<file path="config.mk">
export PLATFORM = sky130hd
export DESIGN_NAME = uart_tx_serializer
export DESIGN_NICKNAME = d
export VERILOG_FILES = /design/src/rtl/uart_pkg.sv /design/src/rtl/uart_baud_tick.sv /design/src/rtl/uart_tx_serializer.sv
export SDC_FILE = /design/constraint.sdc
export NUM_CORES = 1
export LEC_CHECK = 0
export BUFFER_PORTS_ARGS = -buffer_cell sky130_fd_sc_hd__buf_2
export CAP_MARGIN = 20
export CORE_ASPECT_RATIO = 0.8
export CORE_MARGIN = 3
export CORE_UTILIZATION = 35
export DETAILED_ROUTE_END_ITERATION = 8
export PLACE_DENSITY_LB_ADDON = 0.1
export SYNTH_ARGS = -nofsm -noshare
export SYNTH_HDL_FRONTEND = slang
export SYNTH_SLANG_ARGS = --single-unit
</file>
<file path="constraint.sdc">
create_clock -name clk -period 2.4 [get_ports clk]
set_input_delay 0.36 -clock clk [delete_from_list [all_inputs] [get_ports clk]]
set_output_delay 0.36 -clock clk [all_outputs]
set_load 0.03 [all_outputs]
</file>
<file path="src/rtl/uart_pkg.sv">
// rtl/uart_pkg.sv - shared UART state type and frame constants
package uart_pkg;

    typedef enum logic [2:0] {
        IDLE,
        LOAD,
        FETCH,
        START,
        DATA,
        PARITY,
        STOP
    } tx_state_t;

    localparam int   DATA_BITS   = 8;
    localparam logic IDLE_LEVEL  = 1'b1;
    localparam logic START_LEVEL = 1'b0;

endpackage

</file>
<file path="src/rtl/uart_baud_tick.sv">
// rtl/uart_baud_tick.sv - bit-period counter with sync clear
module uart_baud_tick #(
    parameter int CLKS_PER_BIT = 868
) (
    input  logic clk,
    input  logic reset,
    input  logic clear,
    output logic bit_tick,
    output logic pre_tick
);

    localparam int            W    = (CLKS_PER_BIT > 1) ? $clog2(CLKS_PER_BIT) : 1;
    localparam logic [W-1:0] LAST = W'(CLKS_PER_BIT - 1);
    localparam logic [W-1:0] PRE  = W'(CLKS_PER_BIT - 2);

    logic [W-1:0] count;

    always_ff @(posedge clk) begin
        if (reset || clear || count == LAST) begin
            count <= '0;
        end else begin
            count <= count + W'(1);
        end
    end

    // pre_tick lets callers register a signal that lands on the bit's final cycle
    assign bit_tick = (count == LAST);
    assign pre_tick = (count == PRE);

endmodule

</file>
<file path="src/rtl/uart_tx_serializer.sv">
// rtl/uart_tx_serializer.sv - drains the TX FIFO and serializes bytes onto the UART line
module uart_tx_serializer
    import uart_pkg::*;
#(
    parameter int CLKS_PER_BIT = 868,
    parameter int PARITY_EN    = 0,
    parameter int PARITY_ODD   = 0,
    parameter int STOP_BITS    = 1
) (
    input  logic       clk,
    input  logic       reset,
    input  logic       fifo_empty,
    input  logic [7:0] fifo_rd_data,
    output logic       fifo_rd_en,
    output logic       tx,
    output logic       busy,
    output logic       tx_done
);

    tx_state_t  state, state_nxt;
    logic [7:0] shreg, shreg_nxt;
    logic [2:0] bit_cnt, bit_cnt_nxt;
    logic       stop_cnt, stop_cnt_nxt;
    logic       par, par_nxt;
    logic       tx_nxt;
    logic       bit_tick, pre_tick, last_stop;

    // Counter restarts on every state change so each state begins a fresh bit period
    uart_baud_tick #(.CLKS_PER_BIT(CLKS_PER_BIT)) u_baud (
        .clk      (clk),
        .reset    (reset),
        .clear    (state_nxt != state),
        .bit_tick (bit_tick),
        .pre_tick (pre_tick)
    );

    assign last_stop = (stop_cnt == 1'(STOP_BITS - 1));

    always_comb begin
        state_nxt    = state;
        shreg_nxt    = shreg;
        bit_cnt_nxt  = bit_cnt;
        stop_cnt_nxt = stop_cnt;
        par_nxt      = par;
        case (state)
            IDLE:   if (!fifo_empty) state_nxt = LOAD;
            LOAD:   state_nxt = FETCH;
            FETCH: begin
                shreg_nxt    = fifo_rd_data;
                par_nxt      = (^fifo_rd_data) ^ (PARITY_ODD != 0);
                bit_cnt_nxt  = '0;
                stop_cnt_nxt = 1'b0;
                state_nxt    = START;
            end
            START:  if (bit_tick) state_nxt = DATA;
            DATA: begin
                if (bit_tick) begin
                    shreg_nxt = shreg >> 1;
                    if (bit_cnt == 3'(DATA_BITS - 1)) begin
                        state_nxt = (PARITY_EN != 0) ? PARITY : STOP;
                    end else begin
                        bit_cnt_nxt = bit_cnt + 3'd1;
                    end
                end
            end
            PARITY: if (bit_tick) state_nxt = STOP;
            STOP: begin
                if (bit_tick) begin
                    if (last_stop) state_nxt = IDLE;
                    else           stop_cnt_nxt = 1'b1;
                end
            end
            default: state_nxt = IDLE;
        endcase

        // Line level is derived from the upcoming state so tx can be registered
        case (state_nxt)
            START:   tx_nxt = START_LEVEL;
            DATA:    tx_nxt = shreg_nxt[0];
            PARITY:  tx_nxt = par_nxt;
            default: tx_nxt = IDLE_LEVEL;
        endcase
    end

    always_ff @(posedge clk) begin
        if (reset) begin
            state      <= IDLE;
            shreg      <= '0;
            bit_cnt    <= '0;
            stop_cnt   <= 1'b0;
            par        <= 1'b0;
            tx         <= IDLE_LEVEL;
            fifo_rd_en <= 1'b0;
            busy       <= 1'b0;
            tx_done    <= 1'b0;
        end else begin
            state      <= state_nxt;
            shreg      <= shreg_nxt;
            bit_cnt    <= bit_cnt_nxt;
            stop_cnt   <= stop_cnt_nxt;
            par        <= par_nxt;
            tx         <= tx_nxt;
            fifo_rd_en <= (state_nxt == LOAD);
            busy       <= (state_nxt != IDLE);
            tx_done    <= (state == STOP) && last_stop && pre_tick;
        end
    end

endmodule

</file>
==> impl_results.md <==
* Wire length of the first global-routing pass at 4700 um
* Leakage dissipation at 0.000597 uW
* Hold Crit Class: in2reg
* Via count at 1138
* CTS Sinks at 30
* CTS Root Cell: clkbuf_8
* Largest net degree at the start of global routing at 20
* Final hold vios at 0
* Multi-input combinational cell area at 767 um2
* Worst Path Arrival at 2.27 ns
* Worst-skew pair later-pin latency at 0.28 ns
* Final Max Tran Viols at 0
* RePlAce Congestion at 0.799
* Post-Route WL at 2780 um
* Hold buffer count at CTS at 0
* Clock Skew at 0.00506 ns
* Area Overhead vs Synth at 14.6%
* Post-Route Utilization at 44.4%
* Post-synth EDFFs at 0
* Die Area at 4830 um2
* DP Wirelength at 2020 um
* CTS tree: yes
* TritonCTS Buffers at 5
* Die Height at 62.8 um
* RSZ-0062 raised after global routing: false
* Initial Util at 38.8%
* Via-per-instance ratio at 4.97
* Net Count, Synth at 174
* Pin slew with the least headroom to its limit at 0.428 ns
* Number of I/O port buffers at 14
* Warnings, synthesis at 0
* CP Launch Type: flip-flop
* H-Tree Level Count at 2
* Post_cts resized at 0
* Setup_tns at 0 ns
* Maximum fanout along the worst path at 11
* Placed insts at 222
* F_max at 482 MHz
* Reg area at 601 um2
* WP data required at 2.59 ns
* Crit path kind: reg2reg
* Setup-failing EPs final at 0
* Antenna diode count at 0
* Cell Pwr Density at 668 nW/um2
* Status: completed
* Total track usage at 12.3%
* Cell Area, Synth at 1410 um2
* DR WL/cell at 12.1 um
* Final ANT Viol Nets at 0
* Net count, final at 192
* Synth Area per Inst at 8.87 um2
* Tmin final at 2.07 ns
* CTS max path bufs at 2
* Netlist cell types at 38
* Register area share after synthesis at 42.6%
* Share of layout cells above drive strength 1 at 15.3%
* Die width at 77.0 um
* Vias in the first global route at 1042
* Post-synth ARST share at 0%
* Crit end category: flip-flop
* Slew margin rel. at 71.2%
* Rows at 19
* Post-Syn Instances at 159
* # DRC at 0
* Num ports at 15
* Number of fill cells at 377
* Core area at 3640 um2
* Worst VDD drop at 0.000253 V
* Final period utilization at 86.4%
* Gr ovfl total at 0
* Initial antenna violation count at 0
* Setup Buffers After CTS at 0
* Fin cells at 229
* Pre-Repair DR Iteration Count at 4
* Clock Pin Slew Worst Setup and Hold Paths at 0.06 ns
* Max Cap Viol at 0
* Overall Power at 1080 uW
* Top_reg_cell synth: dfxtp_1
* Synthesis-stage register bit count at 30
* Starting DRT DRC Count at 65
## logic make-up after synthesis
kind of cell | Yosys count | share of synthesized area [%]
compound gates | 30 | 14.7
xor+xnor | 15 | 9.32
fa+ha+maj | 4 | 3.55
buf+inv | 11 | 3.02
flops | 30 | 42.6
mux | 2 | 1.42
simple gates | 67 | 25.4
## registers in the layout, indices dropped and copies added (netlist names)
register and cells:
bit_cnt 3, busy 1, fifo_rd_en 1, par 1, shreg 8, state 3, stop_cnt 1, tx 1
tx_done 1, u_baud.count 10
## cells in the final DEF, fill, tap and decap left out, types with 2 or more instances in the layout
cell type | Yosys | routed
ha_1 | 4 | 4
nand2b_1 | 2 | 2
mux2i_1 | 2 | 2
o21ai_0 | 2 | 2
dfxtp_1 | 30 | 30
clkbuf_8 | 0 | 5
xnor2_1 | 10 | 10
nand2_1 | 11 | 11
xor2_1 | 5 | 5
and4b_1 | 2 | 2
buf_2 | 1 | 14
inv_1 | 6 | 6
nor2b_1 | 2 | 2
nand3_1 | 10 | 10
nor2_1 | 22 | 22
nor4_1 | 2 | 2
a22oi_1 | 8 | 8
nor3_1 | 4 | 4
buf_4 | 0 | 2
a211oi_1 | 2 | 2
a21oi_1 | 11 | 11
clkbuf_1 | 4 | 2
and2_1 | 2 | 2
## synthesized netlist by cell type (2+ instances only)
cell type  count  area share, %
nand2b_1       2           0.89
a21oi_1       11            3.9
dfxtp_1       30             43
a211oi_1       2            1.1
nand3_1       10            3.5
ha_1           4            3.5
and2_1         2           0.89
inv_1          6            1.6
nand2_1       11            2.9
xor2_1         5            3.1
xnor2_1       10            6.2
a22oi_1        8            4.3
nor3_1         4            1.4
clkbuf_1       4            1.1
o21ai_0        2           0.71
nor2b_1        2           0.89
mux2i_1        2            1.4
and4b_1        2            1.4
nor2_1        22            5.9
nor4_1         2           0.89
## report_power, final
part / leakage (uW) / switching (uW) / internal [uW]
clock network: 0.0000383 / 172 / 199
registers: 0.000244 / 20.6 / 526
logic: 0.000315 / 97.5 / 64.3
## final timing paths
| path | slack, ns | start | depth (start not counted) | to |
|---|---|---|---|---|
| worst max-delay path | 0.33 | state[2]$_SDFF_PP0_ | 6 | tx$_SDFF_PP1_ |
| worst min-delay path | 0.37 | fifo_rd_data[7] | 3 | shreg[7]$_SDFFE_PP0P_ |
| worst max register to register | 0.33 | state[2]$_SDFF_PP0_ | 6 | tx$_SDFF_PP1_ |
| worst min register to register | 0.45 | shreg[2]$_SDFFE_PP0P_ | 2 | shreg[2]$_SDFFE_PP0P_ |
## metrics by stage
step / hold WS (ns) / area [um2] / setup WS (ns)
after global placement: 0.444 / 1540 / 0.395
after detailed placement: 0.446 / 1540 / 0.344
final: 0.368 / 1620 / 0.327
after floorplan: 0.436 / 1410 / 0.422
after global routing: 0.366 / 1620 / 0.128
after CTS: 0.354 / 1620 / 0.324
## layer usage
layer | part of all wire, % | wire [um] | GRT usage, %
met1 | 53 | 1480 | 16.9
met2 | 40 | 1100 | 16.5
met3 | 5.0 | 138 | 4.61
met4 | 2.1 | 57 | 6.11
met5 | 0 | 0 | 0
## layout make-up
type,count,area share (%)
timing repair buffer,16,5.26
multi-input combinational,118,47.4
sequential,30,37.2
tap,52,4.02
inverter,6,1.39
clock buffer,7,4.72
## worst max-delay path: stages (launching register included)
cell	delay (ns)
dfxtp_1	0.48
or3b_1	0.46
nor4_4	0.35
buf_4	0.22
a22oi_2	0.07
and4b_1	0.18
a311oi_2	0.23
Power figures use the tool's default switching activity.
